$ cat config.mk
export PLATFORM = sky130hd
export DESIGN_NAME = fismos_doorbell
export DESIGN_NICKNAME = d
export VERILOG_FILES = /design/src/rtl/fismos_doorbell.sv
export SDC_FILE = /design/constraint.sdc
export NUM_CORES = 1
export LEC_CHECK = 0
export BUFFER_PORTS_ARGS = -buffer_cell sky130_fd_sc_hd__buf_2
export CELL_PAD_IN_SITES_DETAIL_PLACEMENT = 2
export CELL_PAD_IN_SITES_GLOBAL_PLACEMENT = 2
export CORE_ASPECT_RATIO = 0.6
export CORE_MARGIN = 2
export CORE_UTILIZATION = 30
export CTS_BUF_LIST = sky130_fd_sc_hd__clkbuf_4 sky130_fd_sc_hd__clkbuf_8
export DETAILED_ROUTE_END_ITERATION = 7
export PLACE_DENSITY_LB_ADDON = 0.1
export REMOVE_ABC_BUFFERS = 1
export SLEW_MARGIN = 10
export SYNTH_ARGS = -nofsm -noshare
export SYNTH_HDL_FRONTEND = slang
export SYNTH_SLANG_ARGS = --single-unit
$ cat constraint.sdc
create_clock -name clk -period 21.7 [get_ports clk]
set_input_delay 1.085 -clock clk [delete_from_list [all_inputs] [get_ports clk]]
set_output_delay 1.085 -clock clk [all_outputs]
set_load 0.01 [all_outputs]
$ cat src/rtl/fismos_doorbell.sv
// Multi-channel host<->core doorbell: one request/response FSM per channel, sticky err.
// Define FISMOS_DOORBELL_TIMEOUT_EN to build the per-channel REQ watchdog.

module fismos_doorbell_ch #(
  parameter int DATA_W = 32
`ifdef FISMOS_DOORBELL_TIMEOUT_EN
  ,parameter int TIMEOUT_CYCLES = 1024
`endif
) (
  input  logic              clk,
  input  logic              reset,
  input  logic              hw_i,
  input  logic [DATA_W-1:0] hw_data_i,
  input  logic              ca_i,
  input  logic              cw_i,
  input  logic [DATA_W-1:0] cw_data_i,
  input  logic              ha_i,
  output logic              idle_o,
  output logic              req_o,
  output logic              act_o,
  output logic              done_o,
  output logic [DATA_W-1:0] ctrl_o,
  output logic [DATA_W-1:0] status_o,
  output logic              tmo_o
);
  typedef enum logic [1:0] {IDLE, REQ, ACTIVE, DONE} st_e;

  st_e               st_q;
  logic [DATA_W-1:0] ctrl_q, status_q;

`ifdef FISMOS_DOORBELL_TIMEOUT_EN
  localparam int CNT_W = $clog2(TIMEOUT_CYCLES);
  logic [CNT_W-1:0] cnt_q;
  logic             tmo_q;

  always_ff @(posedge clk or posedge reset) begin
    if (reset) begin
      st_q <= IDLE; ctrl_q <= '0; status_q <= '0; cnt_q <= '0; tmo_q <= 1'b0;
    end else begin
      case (st_q)
        IDLE:   if (hw_i) begin st_q <= REQ; ctrl_q <= hw_data_i; cnt_q <= '0; end
        // a core_ack on the expiry edge wins over the watchdog
        REQ:    if (ca_i) st_q <= ACTIVE;
                else if (cnt_q == CNT_W'(TIMEOUT_CYCLES-1)) begin
                  st_q <= DONE; status_q <= '1; tmo_q <= 1'b1;
                end else cnt_q <= cnt_q + 1'b1;
        ACTIVE: if (cw_i) begin st_q <= DONE; status_q <= cw_data_i; end
        DONE:   if (ha_i) begin st_q <= IDLE; tmo_q <= 1'b0; end
      endcase
    end
  end
  assign tmo_o = tmo_q;
`else
  always_ff @(posedge clk or posedge reset) begin
    if (reset) begin
      st_q <= IDLE; ctrl_q <= '0; status_q <= '0;
    end else begin
      case (st_q)
        IDLE:   if (hw_i) begin st_q <= REQ; ctrl_q <= hw_data_i; end
        REQ:    if (ca_i) st_q <= ACTIVE;
        ACTIVE: if (cw_i) begin st_q <= DONE; status_q <= cw_data_i; end
        DONE:   if (ha_i) st_q <= IDLE;
      endcase
    end
  end
  assign tmo_o = 1'b0;
`endif

  assign idle_o   = (st_q == IDLE);
  assign req_o    = (st_q == REQ);
  assign act_o    = (st_q == ACTIVE);
  assign done_o   = (st_q == DONE);
  assign ctrl_o   = ctrl_q;
  assign status_o = status_q;
endmodule

module fismos_doorbell #(
  parameter int  NUM_CH         = 4,
  parameter int  DATA_W         = 32,
  parameter int  TIMEOUT_CYCLES = 1024,
  localparam int CH_W           = (NUM_CH > 1) ? $clog2(NUM_CH) : 1
) (
  input  logic                     clk,
  input  logic                     reset,
  input  logic                     host_we,
  input  logic [CH_W-1:0]          host_ch,
  input  logic [DATA_W-1:0]        host_wdata,
  input  logic                     host_ack,
  input  logic [CH_W-1:0]          host_ack_ch,
  input  logic                     core_ack,
  input  logic [CH_W-1:0]          core_ack_ch,
  input  logic                     core_we,
  input  logic [CH_W-1:0]          core_ch,
  input  logic [DATA_W-1:0]        core_wdata,
  output logic [NUM_CH*DATA_W-1:0] ctrl_rdata,
  output logic [NUM_CH*DATA_W-1:0] status_rdata,
  output logic [NUM_CH-1:0]        irq_to_core,
  output logic                     interrupt_to_linux,
  output logic [NUM_CH-1:0]        ch_busy,
  output logic                     err,
  input  logic                     err_clr,
  output logic [NUM_CH-1:0]        timeout
);
  localparam int NP2 = 1 << CH_W;

  if (NUM_CH < 1 || NUM_CH > 16 || TIMEOUT_CYCLES < 2) begin : g_bad_cfg
    $error("fismos_doorbell: NUM_CH must be 1..16 and TIMEOUT_CYCLES >= 2");
  end

  logic [NUM_CH-1:0] idle, req, act, done;
  // state flags widened to the full index range; out-of-range channels read as never legal
  logic [NP2-1:0]    idle_x, req_x, act_x, done_x;
  logic              ill, err_q, err_d;

  for (genvar i = 0; i < NUM_CH; i++) begin : g_ch
    fismos_doorbell_ch #(
      .DATA_W(DATA_W)
`ifdef FISMOS_DOORBELL_TIMEOUT_EN
      ,.TIMEOUT_CYCLES(TIMEOUT_CYCLES)
`endif
    ) u_ch (
      .clk      (clk),
      .reset    (reset),
      .hw_i     (host_we  && (host_ch     == CH_W'(i))),
      .hw_data_i(host_wdata),
      .ca_i     (core_ack && (core_ack_ch == CH_W'(i))),
      .cw_i     (core_we  && (core_ch     == CH_W'(i))),
      .cw_data_i(core_wdata),
      .ha_i     (host_ack && (host_ack_ch == CH_W'(i))),
      .idle_o   (idle[i]),
      .req_o    (req[i]),
      .act_o    (act[i]),
      .done_o   (done[i]),
      .ctrl_o   (ctrl_rdata[i*DATA_W +: DATA_W]),
      .status_o (status_rdata[i*DATA_W +: DATA_W]),
      .tmo_o    (timeout[i])
    );
  end

  for (genvar i = 0; i < NP2; i++) begin : g_x
    if (i < NUM_CH) begin : g_in
      assign idle_x[i] = idle[i]; assign req_x[i] = req[i];
      assign act_x[i]  = act[i];  assign done_x[i] = done[i];
    end else begin : g_out
      assign idle_x[i] = 1'b0; assign req_x[i] = 1'b0;
      assign act_x[i]  = 1'b0; assign done_x[i] = 1'b0;
    end
  end

  assign ill = (host_we  & ~idle_x[host_ch])    | (core_ack & ~req_x[core_ack_ch]) |
               (core_we  & ~act_x[core_ch])     | (host_ack & ~done_x[host_ack_ch]);
  assign err_d = (err_q & ~err_clr) | ill;

  always_ff @(posedge clk or posedge reset) begin
    if (reset) err_q <= 1'b0;
    else       err_q <= err_d;
  end

  assign err                = err_q;
  assign irq_to_core        = req;
  assign ch_busy            = ~idle;
  assign interrupt_to_linux = |done;
endmodule

==> impl_metrics.py, run 1 <==
metrics = {
    "outcome": {
        "status": "complete, no violations",
    },
    "drt": {
        "drt_iter0_markers": 213,
        "vias_per_cell": 4.514,
        "wl_um": 31150,
        "drcViolationCount": 0,
        "ant_nets": 0,
        "wl_per_cell_um": 20.46,
        "dr.pass1.iters": 5,
        "dr_total_vias": 6870,
    },
    "synth": {
        "postSynthAreaPerCell_um2": 16.26,
        "ys_async_sr_fraction_pct": 100.0,
        "ys_types": 34,
        "syn_inst": 653,
        "synthFlopType": "dfrtp_1",
        "ys_seq_elements": 265,
        "ys_warn_count": 0,
        "synth.largest_area_cell": "dfrtp_1",
        "yosys.cell_count.top_type": "dfrtp_1",
        "synth_top_area_share_pct": 62.46,
        "netlist_area_um2": 10620,
        "yosysSeqAreaShare_pct": 62.46,
        "synth_common_cells": "dfrtp_1 (265), mux2_2 (228), mux2_4 (30)",
        "synth_edf_count": 0,
        "synth_area_leaders": "dfrtp_1 (62%), mux2_2 (24%), mux2_4 (4.2%)",
    },
    "setup_path": {
        "cp.arrival_ns": 1.93,
        "path_max_fanout": 4,
        "start_kind": "register",
        "end_kind": "primary output",
        "reg2reg_depth": 6,
        "cp.required_ns": 20.61,
        "critPathKind": "reg -> out",
    },
    "timing": {
        "maxSlewViolCount": 0,
        "max_freq_mhz": 331.5,
        "hold_ws_ns": 0.4976,
        "skew_ns": 0.02153,
        "layout_min_cycle_time_ns": 3.016,
        "tns_ns": 0,
        "setup-violations-final": 0,
        "worstMarginPinSlew_ns": 0.9745,
        "maxSlewHeadroom_pct": 34.96,
        "rsz0062_at_grt": "false",
        "hold_violations": 0,
        "period_share_pct": 13.90,
    },
    "worst_hold_path": {
        "hold_class": "reg -> reg",
        "hold_depth": 1,
    },
    "global_route": {
        "grt_start_max_net_pins": 129,
        "grt_pass1_wl_um": 47270,
        "grt_pass1_vias": 7589,
        "antenna_found_initial": 2,
        "gr-total-overflow": 0,
        "grt_usage_pct": 16.81,
    },
    "floorplan": {
        "die-area_um2": 36960,
        "ios": 349,
        "die_height_um": 149.7,
        "start_util_pct": 30.38,
        "core_area_um2": 34950,
        "dieWidth_um": 246.9,
        "fp-row-count": 53,
    },
    "clocking": {
        "post_cts_resized": 0,
        "cts_sinks": 265,
        "tritoncts": "yes",
        "cts_root_buffer": "clkbuf_8",
        "cts_buffers": 44,
        "ctsLongestPathBuffers": 3,
        "htreeDepth": 2,
        "post_cts_buffers": 0,
        "clk_pin_slew_worst_paths_ns": 0.07,
        "insertion_delay_ns": 0.56,
        "ctsHoldBuffers": 0,
    },
    "run": {
        "max_cap_violations": 0,
    },
    "placed_design": {
        "finalWeightedCongestion": 0.7260,
        "io_buffers": 344,
        "dp_hpwl_um": 21550,
        "dpl-instance-area_um2": 12770,
    },
    "power_and_ir_drop": {
        "ir_drop_mv": 0.05190,
        "p_leak_nw": 6.891,
        "total_power_mw": 2.175,
        "power_density_nw_per_um2": 157.9,
    },
    "finish": {
        "design_area_um2": 13770,
        "area_growth_pct": 29.68,
        "nets": 1115,
        "drive_gt1_share_pct": 66.54,
    },
}
[worst max-delay path, cell delays in order, from the launching register on]
cell and delay (ns):
dfrtp_1 0.42, ha_1 0.24, or4_1 0.54, buf_2 0.17
[report_power, final]
| group | leakage [nW] | switching, mW | internal [mW] |
|---|---|---|---|
| logic | 3.14 | 0.409 | 0.410 |
| registers | 3.22 | 0.122 | 0.740 |
| clock network | 0.527 | 0.204 | 0.289 |
| total | 6.89 | 0.736 | 1.44 |
[through the flow]
stage               worst slack, ns  std cells  util [%]
floorplan                     13.32        621         -
global placement              17.82       1441     36.55
detailed placement            17.85       1441     36.55
CTS                           18.46       1519     39.38
global route                  18.25       1520     39.39
finish                        18.68       1522     39.40
[state kept, by name, indices dropped and copies added, names as in the netlist]
| name | flops |
|---|---|
| g_ch.u_ch.status_o | 128 |
| g_ch.u_ch.ctrl_o | 128 |
| err | 1 |
| g_ch.u_ch.st_q | 8 |
[cell type report]
cell class | instances | area [um^2]
Clock buffer | 74 | 918.4
Tap cell | 467 | 584.3
Inverter | 17 | 71.32
Timing Repair Buffer | 353 | 1789
Clock inverter | 4 | 70.07
Antenna cell | 3 | 7.507
Fill cell | 3575 | 21180
Multi-Input combinational cell | 339 | 3697
Sequential cell | 265 | 6631
[logic make-up after synthesis]
logic type      synth area share [%]
compound gates                 1.084
fa+ha+maj                      1.885
buf+inv                        2.993
flops                          62.46
mux                            29.46
other cells                  0.03532
simple gates                   2.086
[path summary, 6_finish.rpt]
check / startpoint / to / slack (ns)
setup / recovery: g_ch[0].u_ch.st_q[1]$_DFFE_PP0P_ / interrupt_to_linux / 18.68
setup reg to reg: g_ch[1].u_ch.st_q[1]$_DFFE_PP0P_ / g_ch[1].u_ch.ctrl_o[31]$_DFFE_PP0P_ / 19.28
hold reg to reg: g_ch[2].u_ch.status_o[20]$_DFFE_PP0P_ / g_ch[2].u_ch.status_o[20]$_DFFE_PP0P_ / 0.50
max in group asynchronous: reset / g_ch[3].u_ch.ctrl_o[11]$_DFFE_PP0P_ / 18.71
min in group asynchronous: reset / g_ch[1].u_ch.status_o[17]$_DFFE_PP0P_ / 0.66
hold / removal: g_ch[2].u_ch.status_o[20]$_DFFE_PP0P_ / g_ch[2].u_ch.status_o[20]$_DFFE_PP0P_ / 0.50
[layout by cell type (no fill, tap or decap), types with 2 or more instances in the layout]
cell	count
bufinv_16	2
mux4_2	3
nand3_1	6
a22oi_1	6
diode_2	3
nor2_1	5
a21oi_1	2
conb_1	4
nand2_1	5
mux2_2	228
nor2b_1	2
clkbuf_4	16
nand3_2	2
nand4_1	3
mux2_1	2
clkinv_2	2
or3b_1	2
dfrtp_1	265
inv_1	15
buf_2	344
clkbuf_8	58
mux2_4	30
nand2b_1	3
buf_4	9
nand3b_1	4
mux2i_1	2
ha_1	16
o21ai_0	6
[layer usage]
| metal | track usage [%] | share of wire, % | vias to the layer above |
|---|---|---|---|
| met5 | 0 | 0 | - |
| met4 | 4.518 | 1.7 | 0 |
| met3 | 5.111 | 6.1 | 43 |
| met2 | 27.02 | 48 | 172 |
| met1 | 22.05 | 44 | 3610 |
| li1 | - | - | 3045 |
Power figures use the tool's default switching activity.
==> run 2: changes to the inputs <==
- clock period: 21.7 -> 2.5 ns (I/O delays scaled with it)
==> run 2 against run 1 <==
- cell area up 6.2%
- core utilization increased by 2.5 points
- non-clock buffer count grew 75
- flip-flop and latch count did not move
- critical path depth increased by 3
- power rose to 8.8 times the previous value
- die area did not move
- clock-buffer cell count decreased by 7
- clock power grew to 9.0 times the previous value
- global-route usage is 0.62 points higher
- clock skew grew 0.0085 ns
==> impl_metrics.py, run 2 (same netlist as run 1, synthesis figures left out) <==
metrics = {
    "drt": {
        "drcViolationCount": 0,
        "wl_um": 32050,
        "dr_total_vias": 7124,
        "ant_nets": 0,
        "dr.pass1.iters": 4,
        "drt_iter0_markers": 217,
        "vias_per_cell": 4.466,
        "wl_per_cell_um": 20.09,
    },
    "global_route": {
        "antenna_found_initial": 0,
        "grt_pass1_wl_um": 49140,
        "use_met1_pct": 23.16,
        "grtUsageMet2_pct": 28.52,
        "grt_pass1_vias": 7875,
        "use_met3_pct": 4.466,
        "gr-total-overflow": 0,
        "top_usage_layer": "met2",
        "grt_usage_pct": 17.42,
        "grt_start_max_net_pins": 80,
    },
    "finish": {
        "area_growth_pct": 37.77,
        "drive_gt1_share_pct": 62.77,
        "fin_util_pct": 41.86,
        "nets": 1190,
        "filler_cell_count": 3487,
        "final_cell_mix": "buf_2 (344), dfrtp_1 (265), mux2_2 (228)",
        "diodes": 0,
        "design_area_um2": 14630,
        "layout_commonest_cell": "buf_2",
    },
    "setup_path": {
        "max_stage_delay_ns": 0.60,
        "cp_num_buf_inv": 1,
        "start_kind": "register",
        "end_kind": "register",
        "crit_family": "buffers and inverters",
        "critPathKind": "reg -> reg",
        "cp_cell_sequence": "ha_1, mux4_2, nor2b_1, a21oi_1, o2111ai_1, dlygate4sd3_1",
        "cp.required_ns": 2.99,
        "critPathSlowestCell": "dlygate4sd3_1",
        "cp.arrival_ns": 2.70,
        "r2r_slack_ns": 0.29,
        "path_max_fanout": 3,
    },
    "timing": {
        "worstMarginPinSlew_ns": 0.6605,
        "maxSlewHeadroom_pct": 55.97,
        "hold_violations": 0,
        "rsz0062_at_grt": "false",
        "maxSlewViolCount": 0,
        "period_share_pct": 88.56,
        "max_freq_mhz": 451.7,
        "layout_min_cycle_time_ns": 2.214,
        "skew_ns": 0.03000,
        "setup-violations-final": 0,
        "tns_ns": 0,
    },
    "clocking": {
        "ctsLongestPathBuffers": 3,
        "htreeDepth": 2,
        "cts_root_buffer": "clkbuf_8",
        "insertion_delay_ns": 0.56,
        "cts_buffers": 44,
        "clk_pin_slew_worst_paths_ns": 0.07,
        "cts_sinks": 265,
        "post_cts_buffers": 0,
        "tritoncts": "yes",
        "post_cts_resized": 0,
    },
    "floorplan": {
        "die_height_um": 149.7,
        "core_area_um2": 34950,
        "start_util_pct": 30.38,
        "dieWidth_um": 246.9,
        "ios": 349,
        "die-area_um2": 36960,
        "fp-row-count": 53,
    },
    "worst_hold_path": {
        "hold_class": "in -> reg",
    },
    "placed_design": {
        "dpl-instance-area_um2": 12930,
        "dp_hpwl_um": 22170,
        "io_buffers": 344,
        "finalWeightedCongestion": 0.7134,
    },
    "power_and_ir_drop": {
        "ir_drop_mv": 0.5898,
        "p_leak_nw": 7.249,
        "power_density_nw_per_um2": 1313,
        "total_power_mw": 19.20,
    },
    "run": {
        "max_cap_violations": 0,
    },
    "outcome": {
        "status": "complete, no violations",
    },
}
[run 2: what timing repair did]
item                                    CTS  global route
endpoints found under the setup margin    0             0
hold buffers                             68             0
endpoints found under the hold margin   329             0
[run 2: metrics by stage]
step / instances / worst slack (ns) / hold slack, ns
finish: 1595 / 0.2860 / 0.1265
CTS: 1595 / 0.2806 / 0.07297
global route: 1595 / 0.2060 / 0.1228
detailed placement: 1448 / 0.3660 / 0.2720
global placement: 1448 / 0.4315 / 0.2726
floorplan: 621 / -4.922 / 0.2597
[run 2: path summary, 6_finish.rpt]
| path | to | startpoint | depth (start not counted) |
|---|---|---|---|
| worst min-delay path | g_ch[3].u_ch.st_q[0]$_DFFE_PP0P_ | host_ch[0] | 5 |
| max in group asynchronous | g_ch[3].u_ch.status_o[21]$_DFFE_PP0P_ | reset | 4 |
| min in group asynchronous | g_ch[1].u_ch.ctrl_o[25]$_DFFE_PP0P_ | reset | 3 |
| worst max-delay path | err$_DFF_PP0_ | g_ch[2].u_ch.st_q[0]$_DFFE_PP0P_ | 6 |
| worst min register to register | g_ch[0].u_ch.ctrl_o[28]$_DFFE_PP0P_ | g_ch[0].u_ch.ctrl_o[28]$_DFFE_PP0P_ | 1 |
| worst max register to register | err$_DFF_PP0_ | g_ch[2].u_ch.st_q[0]$_DFFE_PP0P_ | 6 |
[run 2: cell type report]
class                      instances  area [um^2]  share of cell area (%)
inverter                          17        71.32                  0.4876
timing repair buffer             428         2623                   17.93
clock buffer                      67        828.3                   5.662
clock inverter                    12        192.7                   1.317
multi-input combinational        339         3697                   25.28
sequential                       265         6631                   45.33
tap                              467        584.3                   3.995
[run 2: where the power goes]
part | switching [mW] | internal [mW]
Clock | 1.80 | 2.64
Combinational | 3.60 | 3.66
Sequential | 1.08 | 6.43
[run 2: metal layers]
layer	part of all wire (%)	up-vias	wire length, um
met4	1.6	0	511
met2	49	159	15650
met3	5.1	45	1639
met1	44	3725	14250
met5	0	-	0
li1	-	3195	-
[run 2: worst reg2reg max path, cell delays in order, from the launching register on]
cell and delay [ns]:
dfrtp_1 0.41, ha_1 0.28, mux4_2 0.49, nor2b_1 0.16, a21oi_1 0.08, o2111ai_1 0.13, dlygate4sd3_1 0.60
==> run 3: changes to the inputs <==
- CORE_ASPECT_RATIO: 0.6 -> 1.1
- SYNTH_HIERARCHICAL: unset -> 1
==> run 3 against run 2 <==
- hold slack got worse by 0.043 ns
- area after synthesis decreased by 0.22%
- worst setup slack worse by 0.12 ns
- via count is 0.46% higher
- register-to-register slack lost 0.12 ns
- synthesized cell count increased by 1.1%
- largest cell class unchanged
==> impl_metrics.py, run 3 <==
metrics = {
    "setup_path": {
        "reg2reg_to": "err$_DFF_PP0_",
        "end_kind": "register",
        "r2r_start": "g_ch[1].u_ch/st_q[1]$_DFFE_PP0P_",
        "critPathKind": "reg -> reg",
        "max_stage_delay_ns": 0.59,
        "critPathSlowestCell": "dlygate4sd3_1",
        "crit_family": "buffers and inverters",
        "cp.required_ns": 2.96,
        "cpMostUsedCell": "dlygate4sd3_1",
        "cp.arrival_ns": 2.80,
        "r2r_slack_ns": 0.16,
        "cp_num_buf_inv": 2,
        "path_max_fanout": 4,
        "start_kind": "register",
        "cp_cell_sequence": "ha_1, mux2i_1, a32oi_1, dlygate4sd3_1, o2111ai_2, dlygate4sd3_1",
        "reg2reg_depth": 6,
    },
    "placed_design": {
        "preCtsSetupSlack_ns": 0.7062,
        "io_buffers": 344,
        "dp_hpwl_um": 22760,
        "finalWeightedCongestion": 0.7323,
        "dp.cells": 1436,
    },
    "timing": {
        "skew_ns": 0.02088,
        "rsz0062_at_grt": "false",
        "maxSlewHeadroom_pct": 48.41,
        "setup-violations-final": 0,
        "maxSlewViolCount": 0,
        "hold_violations": 0,
        "setup_ws_ns": 0.1623,
        "tns_ns": 0,
        "period_share_pct": 93.51,
        "worstMarginPinSlew_ns": 0.7738,
        "max_freq_mhz": 427.8,
        "layout_min_cycle_time_ns": 2.338,
    },
    "floorplan": {
        "dieWidth_um": 183.2,
        "die-area_um2": 36830,
        "start_util_pct": 30.31,
        "core_area_um2": 34950,
        "die_height_um": 201.1,
        "ios": 349,
        "fp-row-count": 72,
    },
    "power_and_ir_drop": {
        "p_leak_nw": 7.259,
        "power_density_nw_per_um2": 1310,
        "clkPwrFrac_pct": 22.4,
        "cellInternalPower_mw": 12.56,
        "p_seq_share_pct": 39.1,
        "switching_share_pct": 34.50,
        "ir_drop_mv": 0.5408,
        "power.switching_mw": 6.617,
        "total_power_mw": 19.18,
        "comb_power_share_pct": 38.6,
    },
    "clocking": {
        "post_cts_resized": 0,
        "cts_buffers": 47,
        "cts_root_buffer": "clkbuf_8",
        "htreeDepth": 2,
        "clk_pin_slew_worst_paths_ns": 0.06,
        "ctsLongestPathBuffers": 3,
        "cts_sinks": 265,
        "tritoncts": "yes",
        "insertion_delay_ns": 0.59,
        "ctsHoldBuffers": 70,
        "post_cts_buffers": 0,
    },
    "synth": {
        "ys_warn_count": 6,
        "postSynthAreaPerCell_um2": 16.05,
        "ys_types": 25,
        "synth.largest_area_cell": "dfrtp_1",
        "ys_seq_elements": 265,
        "yosys.cell_count.top_type": "dfrtp_1",
        "netlist_area_um2": 10590,
        "synth_common_cells": "dfrtp_1 (265), mux2_2 (256), inv_1 (25)",
        "ys_async_sr_fraction_pct": 100.0,
        "yosysSeqAreaShare_pct": 62.60,
        "synth_edf_count": 0,
        "syn_inst": 660,
        "synth_area_leaders": "dfrtp_1 (63%), mux2_2 (27%), ha_1 (1.9%)",
        "synth_top_area_share_pct": 62.60,
        "synthFlopType": "dfrtp_1",
    },
    "global_route": {
        "grt_pass1_vias": 8292,
        "grt_usage_pct": 18.38,
        "grt_pass1_wl_um": 51540,
        "gr-total-overflow": 0,
        "grt_start_max_net_pins": 63,
        "antenna_found_initial": 0,
    },
    "worst_hold_path": {
        "hold_class": "in -> async",
    },
    "finish": {
        "final_cells": 1591,
        "diodes": 0,
        "drive_gt1_share_pct": 62.60,
        "fin_util_pct": 41.88,
        "nets": 1206,
        "filler_cell_count": 3546,
        "layout_commonest_cell": "buf_2",
        "area_growth_pct": 38.18,
        "final_cell_mix": "buf_2 (344), dfrtp_1 (265), mux2_2 (256)",
    },
    "run": {
        "max_cap_violations": 0,
    },
    "drt": {
        "ant_nets": 0,
        "vias_per_cell": 4.498,
        "drcViolationCount": 0,
        "dr.pass1.iters": 4,
        "dr_total_vias": 7157,
        "wl_per_cell_um": 20.98,
        "wl_um": 33380,
        "drt_iter0_markers": 133,
    },
    "outcome": {
        "status": "complete, no violations",
    },
}
-- run 3: per-stage QoR --
step | instance area [um^2] | hold WS, ns
final | 14640 | 0.08341
after floorplan | 10410 | -0.1463
after global routing | 14640 | 0.07097
after detailed placement | 12920 | 0.06756
after global placement | 12920 | 0.06159
after CTS | 14640 | 0.02607
-- run 3: worst max-delay path by stage --
stage,from,end,depth (start not counted)
floorplan,g_ch[0].u_ch/st_q[0]$_DFFE_PP0P_,g_ch[0].u_ch/status_o[0]$_DFFE_PP0P_,4
global placement,core_we,g_ch[1].u_ch/st_q[1]$_DFFE_PP0P_,6
detailed placement,g_ch[3].u_ch/st_q[0]$_DFFE_PP0P_,g_ch[3].u_ch/status_o[1]$_DFFE_PP0P_,5
CTS,g_ch[1].u_ch/st_q[1]$_DFFE_PP0P_,err$_DFF_PP0_,6
global route,g_ch[1].u_ch/st_q[1]$_DFFE_PP0P_,err$_DFF_PP0_,6
finish,g_ch[1].u_ch/st_q[1]$_DFFE_PP0P_,err$_DFF_PP0_,6
-- run 3: power by group through the flow --
stage               Combinational, mW  Clock [mW]  Sequential, mW
finish                           7.39        4.29            7.50
global route                     8.02        4.67            7.81
CTS                              7.52        4.48            7.51
detailed placement               7.41           0            7.56
global placement                 7.27           0            7.44
floorplan                        2.87           0            8.51
-- run 3: kinds of logic (layout without fill, tap and decap cells) --
kind of cell | count (synthesis) | in the layout | share of synthesized area, %
buf+inv | 53 | 540 | 2.587
simple gates | 46 | 46 | 2.598
flops | 265 | 265 | 62.60
other cells | 4 | 4 | 0.1417
fa+ha+maj | 16 | 16 | 1.890
mux | 269 | 269 | 28.84
compound gates | 7 | 7 | 1.346
-- run 3: layout make-up --
class | count | area (um^2) | area share, %
Clock buffer | 77 | 965.9 | 6.598
Clock inverter | 8 | 56.30 | 0.3846
Inverter | 25 | 98.84 | 0.6752
Multi-Input combinational cell | 342 | 3689 | 25.20
Sequential cell | 265 | 6631 | 45.30
Tap cell | 444 | 555.5 | 3.795
Timing Repair Buffer | 430 | 2643 | 18.05
-- run 3: worst min-delay path: stages --
cell	delay [ns]
dlygate4sd3_1	0.55
buf_2	0.19
clkinv_2	0.13
-- run 3: per-layer routing --
layer	track usage, %	vias up	part of all wire, %
met1	22.02	3636	41
met2	31.40	264	49
li1	-	3214	-
met4	4.343	0	1.5
met5	0	-	0
met3	6.715	43	8.6
